`src/rtl/lu_seq_if.sv`:
```
// lu_seq_if: request/response valid-ready bundle for lu_seq.
// master drives the operation and out_ready; slave returns the result.
interface lu_seq_if #(
    parameter int WIDTH = 16
);
    logic             in_valid;
    logic             in_ready;
    logic [3:0]       opcode;
    logic [WIDTH-1:0] arg1;
    logic [WIDTH-1:0] arg2;
    logic             out_valid;
    logic             out_ready;
    logic [WIDTH-1:0] result;
    logic             zero;
    logic             err;

    modport master (
        output in_valid, opcode, arg1, arg2, out_ready,
        input  in_ready, out_valid, result, zero, err
    );

    modport slave (
        input  in_valid, opcode, arg1, arg2, out_ready,
        output in_ready, out_valid, result, zero, err
    );
endinterface

```
`src/rtl/lu_seq.sv`:
```
// lu_seq: sequential logic unit, single-cycle logic ops plus chunked bit scans.
// Define LU_SEQ_MULTI_EN to build the multi-cycle ops (1000-1100) and BUSY.
module lu_seq #(
    parameter int WIDTH = 16,
    parameter int CHUNK = 4
) (
    input logic   clk,
    input logic   rst_n,
    lu_seq_if.slave bus
);

    if ((WIDTH % CHUNK) != 0 || WIDTH < 8) begin : g_bad_cfg
        $error("lu_seq: WIDTH must be a multiple of CHUNK and >= 8");
    end

    typedef enum logic [1:0] {
        IDLE = 2'd0,
`ifdef LU_SEQ_MULTI_EN
        BUSY = 2'd1,
`endif
        DONE = 2'd2
    } state_t;

    state_t           state;
    logic [WIDTH-1:0] result_q;
    logic             zero_q;
    logic             err_q;
    logic [WIDTH-1:0] logic_res;
    logic             accept;

    assign bus.in_ready  = (state == IDLE) || (state == DONE && bus.out_ready);
    assign bus.out_valid = (state == DONE);
    assign bus.result    = result_q;
    assign bus.zero      = zero_q;
    assign bus.err       = err_q;
    assign accept        = bus.in_valid && bus.in_ready;

    always_comb begin
        logic_res = '0;
        unique case (bus.opcode[2:0])
            3'b000: logic_res = bus.arg1 & bus.arg2;
            3'b001: logic_res = ~(bus.arg1 & bus.arg2);
            3'b010: logic_res = bus.arg1 | bus.arg2;
            3'b011: logic_res = ~(bus.arg1 | bus.arg2);
            3'b100: logic_res = bus.arg1 ^ bus.arg2;
            3'b101: logic_res = ~(bus.arg1 ^ bus.arg2);
            3'b110: logic_res = bus.arg1;
            3'b111: logic_res = ~bus.arg1;
        endcase
    end

`ifdef LU_SEQ_MULTI_EN
    localparam int K  = WIDTH / CHUNK;
    localparam int KW = (K > 1) ? $clog2(K) : 1;

    logic [2:0]       op_q;
    logic [WIDTH-1:0] sh;
    logic [WIDTH-1:0] acc;
    logic [WIDTH-1:0] acc_nxt;
    logic [KW-1:0]    cnt;
    logic             found;
    logic [CHUNK-1:0] chunk;
    logic [CHUNK-1:0] rchunk;
    logic [WIDTH-1:0] pc;
    logic [WIDTH-1:0] tz;
    logic [WIDTH-1:0] rev_arg;
    logic             is_multi;

    assign is_multi = bus.opcode[3] && (bus.opcode[2:0] <= 3'b100);

    // CLZ scans a bit-reversed copy so both counts walk upward from bit 0
    always_comb begin
        rev_arg = '0;
        for (int i = 0; i < WIDTH; i++) begin
            rev_arg[i] = bus.arg1[WIDTH-1-i];
        end
    end

    always_comb begin
        chunk  = sh[CHUNK-1:0];
        pc     = '0;
        rchunk = '0;
        tz     = WIDTH'(CHUNK);
        for (int j = 0; j < CHUNK; j++) begin
            pc = pc + WIDTH'(chunk[j]);
            rchunk[CHUNK-1-j] = chunk[j];
        end
        for (int j = CHUNK - 1; j >= 0; j--) begin
            if (chunk[j]) tz = WIDTH'(j);
        end
        acc_nxt = acc;
        unique case (op_q)
            3'b000: acc_nxt = acc + pc;
            3'b001,
            3'b010: if (!found) acc_nxt = acc + tz;
            3'b011: acc_nxt = {acc[WIDTH-1:1], acc[0] ^ pc[0]};
            3'b100: acc_nxt = (acc << CHUNK) | WIDTH'(rchunk);
            default: acc_nxt = acc;
        endcase
    end
`endif

    always_ff @(posedge clk) begin
        if (!rst_n) begin
            state    <= IDLE;
            result_q <= '0;
            zero_q   <= 1'b0;
            err_q    <= 1'b0;
`ifdef LU_SEQ_MULTI_EN
            op_q     <= '0;
            sh       <= '0;
            acc      <= '0;
            cnt      <= '0;
            found    <= 1'b0;
`endif
        end else if (accept) begin
            if (!bus.opcode[3]) begin
                state    <= DONE;
                result_q <= logic_res;
                zero_q   <= (logic_res == '0);
                err_q    <= 1'b0;
`ifdef LU_SEQ_MULTI_EN
            end else if (is_multi) begin
                state <= BUSY;
                op_q  <= bus.opcode[2:0];
                sh    <= (bus.opcode[2:0] == 3'b001) ? rev_arg : bus.arg1;
                acc   <= '0;
                cnt   <= '0;
                found <= 1'b0;
`endif
            end else begin
                state    <= DONE;
                result_q <= '0;
                zero_q   <= 1'b1;
                err_q    <= 1'b1;
            end
`ifdef LU_SEQ_MULTI_EN
        end else if (state == BUSY) begin
            sh    <= sh >> CHUNK;
            acc   <= acc_nxt;
            found <= found | (chunk != '0);
            if (cnt == KW'(K - 1)) begin
                state    <= DONE;
                cnt      <= '0;
                result_q <= acc_nxt;
                zero_q   <= (acc_nxt == '0);
                err_q    <= 1'b0;
            end else begin
                cnt <= cnt + 1'b1;
            end
`endif
        end else if (state == DONE && bus.out_ready) begin
            state <= IDLE;
        end
    end

endmodule
```
`src/flat_wrapper.sv`:
```
// flat-port wrapper written by rule: the top's interface ports become plain ports
module lu_seq_flat 
#(
    parameter int WIDTH = 16,
    parameter int CHUNK = 4
)
  (clk, rst_n, bus_in_valid, bus_opcode, bus_arg1, bus_arg2, bus_out_ready, bus_in_ready, bus_out_valid, bus_result, bus_zero, bus_err);
  lu_seq_if #(.WIDTH(WIDTH)) bus_i ();
  input logic clk;
  input logic rst_n;
  input wire logic [$bits(bus_i.in_valid)-1:0] bus_in_valid;
  input wire logic [$bits(bus_i.opcode)-1:0] bus_opcode;
  input wire logic [$bits(bus_i.arg1)-1:0] bus_arg1;
  input wire logic [$bits(bus_i.arg2)-1:0] bus_arg2;
  input wire logic [$bits(bus_i.out_ready)-1:0] bus_out_ready;
  output wire logic [$bits(bus_i.in_ready)-1:0] bus_in_ready;
  output wire logic [$bits(bus_i.out_valid)-1:0] bus_out_valid;
  output wire logic [$bits(bus_i.result)-1:0] bus_result;
  output wire logic [$bits(bus_i.zero)-1:0] bus_zero;
  output wire logic [$bits(bus_i.err)-1:0] bus_err;
  assign bus_i.in_valid = bus_in_valid;
  assign bus_i.opcode = bus_opcode;
  assign bus_i.arg1 = bus_arg1;
  assign bus_i.arg2 = bus_arg2;
  assign bus_i.out_ready = bus_out_ready;
  assign bus_in_ready = bus_i.in_ready;
  assign bus_out_valid = bus_i.out_valid;
  assign bus_result = bus_i.result;
  assign bus_zero = bus_i.zero;
  assign bus_err = bus_i.err;
  lu_seq #(.WIDTH(WIDTH), .CHUNK(CHUNK)) u_core (.clk(clk), .rst_n(rst_n), .bus(bus_i));
endmodule
```
`config.mk`:
```
export PLATFORM = sky130hd
export DESIGN_NAME = lu_seq_flat
export DESIGN_NICKNAME = d
export VERILOG_FILES = /design/src/rtl/lu_seq_if.sv /design/src/rtl/lu_seq.sv /design/src/flat_wrapper.sv
export SDC_FILE = /design/constraint.sdc
export NUM_CORES = 1
export LEC_CHECK = 0
export CELL_PAD_IN_SITES_DETAIL_PLACEMENT = 1
export CELL_PAD_IN_SITES_GLOBAL_PLACEMENT = 1
export CORE_MARGIN = 2
export CORE_UTILIZATION = 51
export DETAILED_ROUTE_END_ITERATION = 6
export DONT_BUFFER_PORTS = 1
export GPL_TIMING_DRIVEN = 0
export PLACE_DENSITY_LB_ADDON = 0.12
export RECOVER_POWER = 25
export SLEW_MARGIN = 0
export SYNTH_ARGS = -nofsm -noshare
export SYNTH_HDL_FRONTEND = slang
export SYNTH_SLANG_ARGS = --single-unit
```
`constraint.sdc`:
```
create_clock -name clk -period 7.1 [get_ports clk]
set_input_delay 1.42 -clock clk [delete_from_list [all_inputs] [get_ports clk]]
set_output_delay 1.42 -clock clk [all_outputs]
set_load 0.01 [all_outputs]
```
Yosys cells after proc, flatten, opt, wreduce, memory -nomap -nowiden
Index checks and enable logic that the tools add are counted.

Bits in registers: 19. Input bits: 40. Output and inout bits: 20. Word-level logic and storage cells: 31.

Equal/unequal tests: 7. Multiplexer cells: 6. Bitwise logic cells: 7. Reductions and logical operators: 7.

Operators by type and width (number): $pmux W16 S8 (1); $not A16 Y16 (4); $and A16 B16 Y16 (1); $logic_not A16 Y1 (1); $mux W16 (1); $or A16 B16 Y16 (1); $xor A16 B16 Y16 (1); $eq A3 B3 Y1 const B (4); $eq A3 B2 Y1 const B (2); $mux W2 (2); $eq A3 B1 Y1 const B (1); $logic_not A3 Y1 (1); $logic_and A1 B1 Y1 (2); $logic_not A2 Y1 (1); $mux W1 (2); $reduce_bool A2 Y1 (1); $logic_or A1 B1 Y1 (1).

Logic depth before layout (Yosys ltp)
Gate-level depths: netlist of the first run.

Word-level depth: 5. Depth in mapped cells: 9.

Least setup slack after synthesis of the first run
Ideal clock, no wire load.

Path kind: input to register. Start: in bus_arg2[6]. End: reg u_core.zero_q, in the netlist u_core.bus.zero. Library setup time: 0.070 ns. Data arrival time: 3.250 ns. Data required time: 7.030 ns. Setup slack: 3.779 ns. Stages: 7. Path through: inv_1 -> ha_1 -> mux4_2 -> or4_1 -> o22a_1 -> nor4_1 -> o2bb2ai_1.

Cells in the longest elaborated chain, start to end: 5.

RTL lines: from (decl) (RTL line flat_wrapper.sv:14) `input wire logic [$bits(bus_i.arg2)-1:0] bus_arg2;`; $xor A16 B16 Y16, or another cell as far along (RTL line lu_seq.sv:45, lu_seq.sv:46); $not A16 Y16 (on tied branches) (RTL line lu_seq.sv:46, lu_seq.sv:42, lu_seq.sv:44); $pmux W16 S8 * (RTL line lu_seq.sv:40) `unique case (bus.opcode[2:0])`; $logic_not A16 Y1 * (RTL line lu_seq.sv:120) `zero_q <= (logic_res == '0);`; $mux W1 * (RTL line lu_seq.sv:117) `if (!bus.opcode[3]) begin`; to (signal assigned) (RTL line lu_seq.sv:120); to (decl) (RTL line lu_seq.sv:26) `logic zero_q;`.

Mark *: on every way between the ends. The rest lies on a longest branch, timed or not. A chain may end at the register's enable or synchronous reset.

Worst setup path after layout of the first run
Same ends and word-level chain as after synthesis.

==> results of run 1 <==
==> cell families (layout without fill, tap and decap cells) <==
family | after synthesis | in the layout | share of synthesized area
and+or+nand+nor | 63 | 63 | 0.163
buffers and inverters | 61 | 65 | 0.114
AOI/OAI and AO/OA | 49 | 49 | 0.162
adders and majority gates | 32 | 32 | 0.186
xor gates and xnor gates | 20 | 20 | 0.0815
DFF | 19 | 19 | 0.177
muxes | 11 | 11 | 0.116
==> cells in the final DEF (no fill, tap or decap), types with 2 or more instances in the layout <==
cell	n
a211oi_1	5
a21boi_0	5
a21oi_1	5
a22oi_1	12
buf_2	6
clkbuf_1	10
clkbuf_8	3
dfxtp_1	19
ha_1	32
inv_1	43
mux4_1	4
mux4_2	6
nand2_1	14
nand2b_1	2
nand3_1	4
nand3b_1	6
nand4b_1	4
nor2_1	11
nor2b_1	13
nor4_1	2
o211ai_1	2
o21a_1	3
o21ai_0	4
o22ai_1	4
o31ai_1	3
or3_1	3
xnor2_1	9
xor2_1	11
==> layout make-up <==
class                      instances  share of cell area
buffer                            18              0.0366
clock buffer                       3              0.0183
clock inverter                     1             0.00222
inverter                          43              0.0715
multi-input combinational        175               0.675
sequential                        19               0.169
tap                               50              0.0277
==> worst min-delay path: stages (launching register included) <==
cell      delay (ps)
dfxtp_1          340
nand2_1           60
a21boi_0          60
==> state kept, by name, indices dropped and copies added (netlist names) <==
signal / count
u_core.bus.result: 16
u_core.bus.err: 1
u_core.bus.zero: 1
u_core.state: 1
==> stage by stage <==
step | cells | instance area (µm²) | utilization | setup WS (ps) | hold WS (ps)
after detailed placement | 305 | 2210 | 0.549 | 3660 | 503
after floorplan | 255 | 2150 | - | 3780 | 485
after global routing | 309 | 2260 | 0.560 | 3750 | 548
final | 309 | 2260 | 0.560 | 3950 | 508
after global placement | 305 | 2210 | 0.549 | 3690 | 496
after CTS | 309 | 2260 | 0.560 | 3930 | 513
==> power by group through the flow <==
stage / registers [W] / clock network (W) / logic, W
after floorplan: 0.000121 / 0 / 0.0000809
after global placement: 0.000122 / 0 / 0.0000981
after detailed placement: 0.000122 / 0 / 0.000102
after CTS: 0.000120 / 0.0000784 / 0.000103
after global routing: 0.000120 / 0.0000815 / 0.000115
final: 0.000119 / 0.0000772 / 0.000102
==> routing by layer <==
metal,track usage,wire length (µm)
met1,0.268,2170
met2,0.411,2560
met3,0.0503,280
met4,0.0245,16
met5,0,0
==> how the worst max path moves through the flow <==
stage | startpoint | endpoint | slack [ps] | cells past startpoint
global placement | bus_arg2[6] | u_core.bus.zero$_SDFFE_PN0P_ | 3690 | 7
CTS | bus_opcode[1] | u_core.bus.zero$_SDFFE_PN0P_ | 3930 | 8
finish | bus_arg2[6] | u_core.bus.zero$_SDFFE_PN0P_ | 3950 | 7
global route | bus_opcode[1] | u_core.bus.zero$_SDFFE_PN0P_ | 3750 | 8
floorplan | bus_arg2[6] | u_core.bus.zero$_SDFFE_PN0P_ | 3780 | 7
detailed placement | bus_opcode[1] | u_core.bus.zero$_SDFFE_PN0P_ | 3660 | 8
==> flow_results.xml, run 1 <==
<?xml version="1.0" encoding="UTF-8"?>
<metrics>
  <group name="logic_synthesis">
    <metric name="synthDominantCellAreaShare" unit="">0.186</metric>
    <metric name="syn_avg_cell_area" unit="µm²">8.42</metric>
    <metric name="synthesis.instances" unit="">255</metric>
    <metric name="postSynthNetCount" unit="">327</metric>
    <metric name="ys_warnings" unit="">0</metric>
    <metric name="synthesis.area" unit="µm²">2150</metric>
    <metric name="yosys.cell_count.top_type" unit="">inv_1</metric>
    <metric name="netlist_top_cells_count" unit="">inv_1, ha_1, dfxtp_1</metric>
    <metric name="synth_enable_flop_cells" unit="">0</metric>
    <metric name="async_flop_share" unit="">0</metric>
    <metric name="synthDistinctLibCells" unit="">40</metric>
    <metric name="synth_top_cell_by_area" unit="">ha_1</metric>
    <metric name="ys_ff_latch" unit="">19</metric>
    <metric name="ys_top_cells_by_area" unit="">ha_1, dfxtp_1, inv_1</metric>
    <metric name="ys_seq_area_frac" unit="">0.177</metric>
    <metric name="postSynth.topFlopCell" unit="">dfxtp_1</metric>
  </group>
  <group name="global_route">
    <metric name="antenna_found_initial" unit="">0</metric>
    <metric name="pin_count_of_the_biggest_net_entering_global_routing" unit="">12</metric>
    <metric name="grt-ovfl-total" unit="">0</metric>
    <metric name="grt_pass1_wl" unit="µm">8030</metric>
    <metric name="first_global_vias" unit="">1809</metric>
    <metric name="gr-usage-all-layers" unit="">0.222</metric>
  </group>
  <group name="detailed_routing">
    <metric name="via_per_inst" unit="">5.74</metric>
    <metric name="drtPass1Iterations" unit="">4</metric>
    <metric name="avgRoutedWirePerCell" unit="µm">16.3</metric>
    <metric name="routed_wl" unit="µm">5030</metric>
    <metric name="post-route-drc-count" unit="">0</metric>
    <metric name="ant_nets" unit="">0</metric>
    <metric name="drt_iter0_drc" unit="">69</metric>
    <metric name="vias" unit="">1774</metric>
  </group>
  <group name="floorplan">
    <metric name="die-area" unit="µm²">4750</metric>
    <metric name="initial_core_util" unit="">0.533</metric>
    <metric name="fp.dieH" unit="µm">68.9</metric>
    <metric name="chipWidth" unit="µm">68.9</metric>
    <metric name="floorplan.core_area" unit="µm²">4030</metric>
    <metric name="rows" unit="">23</metric>
    <metric name="io-pin-count" unit="">60</metric>
  </group>
  <group name="run">
    <metric name="max_cap_viol_count" unit="">0</metric>
  </group>
  <group name="min_path">
    <metric name="hold-path-endpoint" unit="">u_core.bus.err$_SDFFE_PN0P_</metric>
    <metric name="timing.hold.worst.class" unit="">reg -&gt; reg</metric>
    <metric name="hold_depth" unit="">2</metric>
    <metric name="timing.hold.worst.start" unit="">u_core.bus.err$_SDFFE_PN0P_</metric>
  </group>
  <group name="setup_path">
    <metric name="crit_path_end_kind" unit="">flop</metric>
    <metric name="buffers_inverters_on_critical_path" unit="">1</metric>
    <metric name="critical_path.max_fanout" unit="">3</metric>
    <metric name="crit_path_max_incr_delay" unit="ps">530</metric>
    <metric name="worst_ep_arrival_time" unit="ps">3350</metric>
    <metric name="worst-r2r-setup-slack" unit="ps">5190</metric>
    <metric name="critPathLaunchType" unit="">input port</metric>
    <metric name="critical_path.reg2reg.startpoint" unit="">u_core.state[1]$_SDFFE_PN0P_</metric>
    <metric name="timing.rr.end" unit="">u_core.bus.result[15]$_SDFFE_PN0P_</metric>
    <metric name="crit_path_top_delay_cell" unit="">or4_1</metric>
    <metric name="critPathKind" unit="">in -&gt; reg</metric>
    <metric name="cp_top_family" unit="">simple AND/OR/NAND/NOR gates</metric>
    <metric name="worstPathCellList" unit="">inv_1 &gt; ha_1 &gt; mux4_2 &gt; or4_1 &gt; o22a_1 &gt; nor4_1 &gt; o2bb2ai_1</metric>
    <metric name="rr_worst_depth" unit="">6</metric>
    <metric name="data_required_time_at_the_worst_endpoint" unit="ps">7300</metric>
  </group>
  <group name="timing">
    <metric name="setup_tns" unit="ps">0</metric>
    <metric name="finalCriticalPeriod" unit="ps">3150</metric>
    <metric name="worst-slew-pin-transition" unit="ps">548</metric>
    <metric name="fmaxAchievable" unit="GHz">0.317</metric>
    <metric name="timing_max_transition_violations_final" unit="">0</metric>
    <metric name="finalHoldViolations" unit="">0</metric>
    <metric name="rsz0062_at_grt" unit="">false</metric>
    <metric name="finalSetupViolations" unit="">0</metric>
    <metric name="worst_slew_margin_rel" unit="">0.635</metric>
    <metric name="period_share" unit="">0.444</metric>
    <metric name="finClkSkew" unit="ps">9.09</metric>
  </group>
  <group name="power_and_ir_drop">
    <metric name="total_power" unit="W">0.000298</metric>
    <metric name="pwr-share-comb" unit="">0.341</metric>
    <metric name="clock_power_share" unit="">0.259</metric>
    <metric name="powerDensity" unit="nW/µm²">132</metric>
    <metric name="power.sequential.fraction" unit="">0.400</metric>
    <metric name="power_switching_share" unit="">0.335</metric>
    <metric name="p_sw" unit="W">0.000100</metric>
    <metric name="total_leakage_power" unit="nW">1.01</metric>
    <metric name="peakVddDrop" unit="mV">0.0599</metric>
    <metric name="intPower" unit="W">0.000198</metric>
  </group>
  <group name="finish">
    <metric name="area_delta_synth_final" unit="%">5.07</metric>
    <metric name="multi_input_comb_area" unit="µm²">1520</metric>
    <metric name="drive_above_1_share" unit="">0.0695</metric>
    <metric name="antennaDiodeCount" unit="">0</metric>
    <metric name="layout.nets" unit="">332</metric>
    <metric name="final-seq-area" unit="µm²">380</metric>
    <metric name="fillerInstances" unit="">507</metric>
  </group>
  <group name="cts">
    <metric name="cts.reportedPaths.clkPinSlew" unit="ps">80</metric>
    <metric name="cts_htree_levels" unit="">1</metric>
    <metric name="clkSinkCount" unit="">19</metric>
    <metric name="post_cts_hold_fix_bufs" unit="">0</metric>
    <metric name="cts_tree" unit="">yes</metric>
    <metric name="cts_root_buffer" unit="">clkbuf_8</metric>
    <metric name="worstSkewPairLatency" unit="ps">260</metric>
    <metric name="cts_made_buffers" unit="">3</metric>
    <metric name="max-clock-path-buffers" unit="">2</metric>
    <metric name="postCtsSetupRepairBufs" unit="">0</metric>
    <metric name="ctsResizeCount" unit="">0</metric>
  </group>
  <group name="placement">
    <metric name="place.port_buffers" unit="">0</metric>
    <metric name="place.gp.congestion" unit="">0.801</metric>
    <metric name="hpwlAfterDp" unit="µm">4080</metric>
  </group>
  <group name="outcome">
    <metric name="status" unit="">finished clean</metric>
  </group>
</metrics>
Note: power is estimated with default switching activity, not from simulation.
==> run 2, diff against run 1 <==
--- a/config.mk
+++ b/config.mk
@@ -8,7 +8,7 @@
 export CELL_PAD_IN_SITES_DETAIL_PLACEMENT = 1
 export CELL_PAD_IN_SITES_GLOBAL_PLACEMENT = 1
 export CORE_MARGIN = 2
-export CORE_UTILIZATION = 51
+export CORE_UTILIZATION = 47
 export DETAILED_ROUTE_END_ITERATION = 6
 export DONT_BUFFER_PORTS = 1
 export GPL_TIMING_DRIVEN = 0
==> constraint.sdc (replaced) <==
create_clock -name clk -period 3.15 [get_ports clk]
set_input_delay 0.63 -clock clk [delete_from_list [all_inputs] [get_ports clk]]
set_output_delay 0.63 -clock clk [all_outputs]
set_load 0.01 [all_outputs]
==> run 2 against run 1 <==
Compared with the run above: largest cell class unchanged; highest routed layer unchanged; critical endpoint unchanged; global-route usage shrank 2.5 points; total power grew 120%; register-to-register slack lost 3900 ps; final cell count grew 0.65%; clock skew shrank 1.2 ps; worst setup slack lost 3200 ps; largest power group unchanged; critical path type unchanged.
==> flow_results.xml, run 2 (synthesized netlist as in run 1, its figures left out) <==
<?xml version="1.0" encoding="UTF-8"?>
<metrics>
  <group name="floorplan">
    <metric name="rows" unit="">24</metric>
    <metric name="floorplan.core_area" unit="µm²">4380</metric>
    <metric name="initial_core_util" unit="">0.490</metric>
    <metric name="io-pin-count" unit="">60</metric>
    <metric name="die-area" unit="µm²">5130</metric>
    <metric name="chipWidth" unit="µm">71.6</metric>
    <metric name="fp.dieH" unit="µm">71.6</metric>
  </group>
  <group name="setup_path">
    <metric name="crit_path_max_incr_delay" unit="ps">530</metric>
    <metric name="worst-r2r-setup-slack" unit="ps">1310</metric>
    <metric name="crit_path_end_kind" unit="">flop</metric>
    <metric name="data_required_time_at_the_worst_endpoint" unit="ps">3350</metric>
    <metric name="startpoint" unit="">bus_arg2[6]</metric>
    <metric name="buffers_inverters_on_critical_path" unit="">1</metric>
    <metric name="critPathKind" unit="">in -&gt; reg</metric>
    <metric name="worst_ep_arrival_time" unit="ps">2560</metric>
    <metric name="critical_path.reg2reg.startpoint" unit="">u_core.state[1]$_SDFFE_PN0P_</metric>
    <metric name="timing.rr.end" unit="">u_core.bus.result[6]$_SDFFE_PN0P_</metric>
    <metric name="critical_path.max_fanout" unit="">3</metric>
    <metric name="timing.critical_path.to" unit="">u_core.bus.zero$_SDFFE_PN0P_</metric>
    <metric name="worst-path-stages" unit="">7</metric>
    <metric name="worstPathCellList" unit="">inv_1 &gt; ha_1 &gt; mux4_2 &gt; or4_1 &gt; o22a_1 &gt; nor4_1 &gt; o2bb2ai_1</metric>
    <metric name="cp_top_family" unit="">simple AND/OR/NAND/NOR gates</metric>
    <metric name="rr_worst_depth" unit="">6</metric>
    <metric name="critPathLaunchType" unit="">input port</metric>
    <metric name="crit_path_top_delay_cell" unit="">or4_1</metric>
  </group>
  <group name="finish">
    <metric name="final_common_cell" unit="">inv_1</metric>
    <metric name="drive_above_1_share" unit="">0.0695</metric>
    <metric name="layout.cells.most_common_list" unit="">inv_1, ha_1, dfxtp_1</metric>
    <metric name="largest_reg_flops" unit="">16</metric>
    <metric name="area_delta_synth_final" unit="%">5.18</metric>
    <metric name="layout.nets" unit="">332</metric>
    <metric name="fillerInstances" unit="">549</metric>
    <metric name="final_design_area_no_fill" unit="µm²">2260</metric>
    <metric name="antennaDiodeCount" unit="">0</metric>
  </group>
  <group name="timing">
    <metric name="setup_tns" unit="ps">0</metric>
    <metric name="fmaxAchievable" unit="GHz">0.423</metric>
    <metric name="rsz0062_at_grt" unit="">false</metric>
    <metric name="finClkSkew" unit="ps">7.88</metric>
    <metric name="whs" unit="ps">505</metric>
    <metric name="period_share" unit="">0.751</metric>
    <metric name="finalWorstSetupSlack" unit="ps">786</metric>
    <metric name="finalSetupViolations" unit="">0</metric>
    <metric name="worst_slew_margin_rel" unit="">0.641</metric>
    <metric name="timing_max_transition_violations_final" unit="">0</metric>
    <metric name="finalCriticalPeriod" unit="ps">2360</metric>
    <metric name="worst-slew-pin-transition" unit="ps">539</metric>
    <metric name="finalHoldViolations" unit="">0</metric>
  </group>
  <group name="power_and_ir_drop">
    <metric name="total_leakage_power" unit="nW">1.01</metric>
    <metric name="peakVddDrop" unit="mV">0.121</metric>
    <metric name="powerDensity" unit="nW/µm²">294</metric>
  </group>
  <group name="cts">
    <metric name="postCtsSetupRepairBufs" unit="">0</metric>
    <metric name="ctsResizeCount" unit="">0</metric>
    <metric name="cts_made_buffers" unit="">3</metric>
    <metric name="max-clock-path-buffers" unit="">2</metric>
    <metric name="cts.reportedPaths.clkPinSlew" unit="ps">70</metric>
    <metric name="clkSinkCount" unit="">19</metric>
    <metric name="worstSkewPairLatency" unit="ps">260</metric>
    <metric name="post_cts_hold_fix_bufs" unit="">0</metric>
    <metric name="cts_root_buffer" unit="">clkbuf_8</metric>
    <metric name="cts_tree" unit="">yes</metric>
    <metric name="cts_htree_levels" unit="">1</metric>
  </group>
  <group name="detailed_routing">
    <metric name="avgRoutedWirePerCell" unit="µm">15.6</metric>
    <metric name="ant_nets" unit="">0</metric>
    <metric name="drt_iter0_drc" unit="">97</metric>
    <metric name="drtPass1Iterations" unit="">4</metric>
    <metric name="routed_wl" unit="µm">4840</metric>
    <metric name="post-route-drc-count" unit="">0</metric>
    <metric name="vias" unit="">1783</metric>
    <metric name="via_per_inst" unit="">5.73</metric>
  </group>
  <group name="global_route">
    <metric name="first_global_vias" unit="">1812</metric>
    <metric name="grt_pass1_wl" unit="µm">8220</metric>
    <metric name="grt-ovfl-total" unit="">0</metric>
    <metric name="gr-usage-all-layers" unit="">0.196</metric>
    <metric name="antenna_found_initial" unit="">0</metric>
    <metric name="pin_count_of_the_biggest_net_entering_global_routing" unit="">12</metric>
  </group>
  <group name="placement">
    <metric name="detailedPlace.worstSlack" unit="ps">512</metric>
    <metric name="place.gp.congestion" unit="">0.755</metric>
    <metric name="detailed_place.area" unit="µm²">2210</metric>
    <metric name="place.port_buffers" unit="">0</metric>
    <metric name="hpwlAfterDp" unit="µm">3930</metric>
  </group>
  <group name="outcome">
    <metric name="status" unit="">finished clean</metric>
  </group>
  <group name="min_path">
    <metric name="hold_depth" unit="">2</metric>
    <metric name="timing.hold.worst.class" unit="">in -&gt; reg</metric>
  </group>
  <group name="run">
    <metric name="max_cap_viol_count" unit="">0</metric>
  </group>
</metrics>
## run 2: final cells by class
type / instances / area, µm² / area share
Clock inverter: 1 / 5.00 / 0.00221
Buffer: 18 / 82.6 / 0.0365
Clock buffer: 3 / 41.3 / 0.0183
Sequential cell: 19 / 380 / 0.168
Inverter: 43 / 161 / 0.0714
Tap cell: 52 / 65.1 / 0.0288
Multi-Input combinational cell: 175 / 1520 / 0.674
## run 2: per-stage QoR
| stage | std cells | power, W | util |
|---|---|---|---|
| CTS | 311 | 0.000670 | 0.515 |
| finish | 311 | 0.000664 | 0.515 |
| global route | 311 | 0.000713 | 0.515 |
| detailed placement | 307 | 0.000503 | 0.505 |
| floorplan | 255 | 0.000454 | - |
| global placement | 307 | 0.000497 | 0.505 |
## run 2: worst register-to-register path, stage by stage (launching register included)
cell and delay (ps):
dfxtp_1 390, nand2b_1 170, nand2_1 130, clkbuf_1 350
buf_1 440, a22oi_1 160, nor2b_1 130
## run 2: worst min path at each step
stage / end / start
2_1_floorplan: u_core.bus.result[0]$_SDFFE_PN0P_ / u_core.bus.result[0]$_SDFFE_PN0P_
3_3_place_gp: u_core.bus.result[5]$_SDFFE_PN0P_ / u_core.bus.result[5]$_SDFFE_PN0P_
3_5_place_dp: u_core.bus.result[0]$_SDFFE_PN0P_ / u_core.bus.result[0]$_SDFFE_PN0P_
4_1_cts: u_core.state[1]$_SDFFE_PN0P_ / bus_in_valid
5_1_grt: u_core.bus.result[0]$_SDFFE_PN0P_ / u_core.bus.result[0]$_SDFFE_PN0P_
6_report: u_core.state[1]$_SDFFE_PN0P_ / bus_in_valid
## run 2: layer usage
layer  share of wire  track usage  vias up
met3           0.059       0.0408        5
li1                -            -      883
met2            0.49        0.347       43
met4          0.0064       0.0314        0
met1            0.44        0.252      852
met5               0            0        -
## run 2: where the power goes
part	switching [W]	leakage (nW)	internal, W
clock	0.0000810	0.0255	0.0000880
combinational	0.000121	0.831	0.000105
sequential	0.0000153	0.155	0.000254
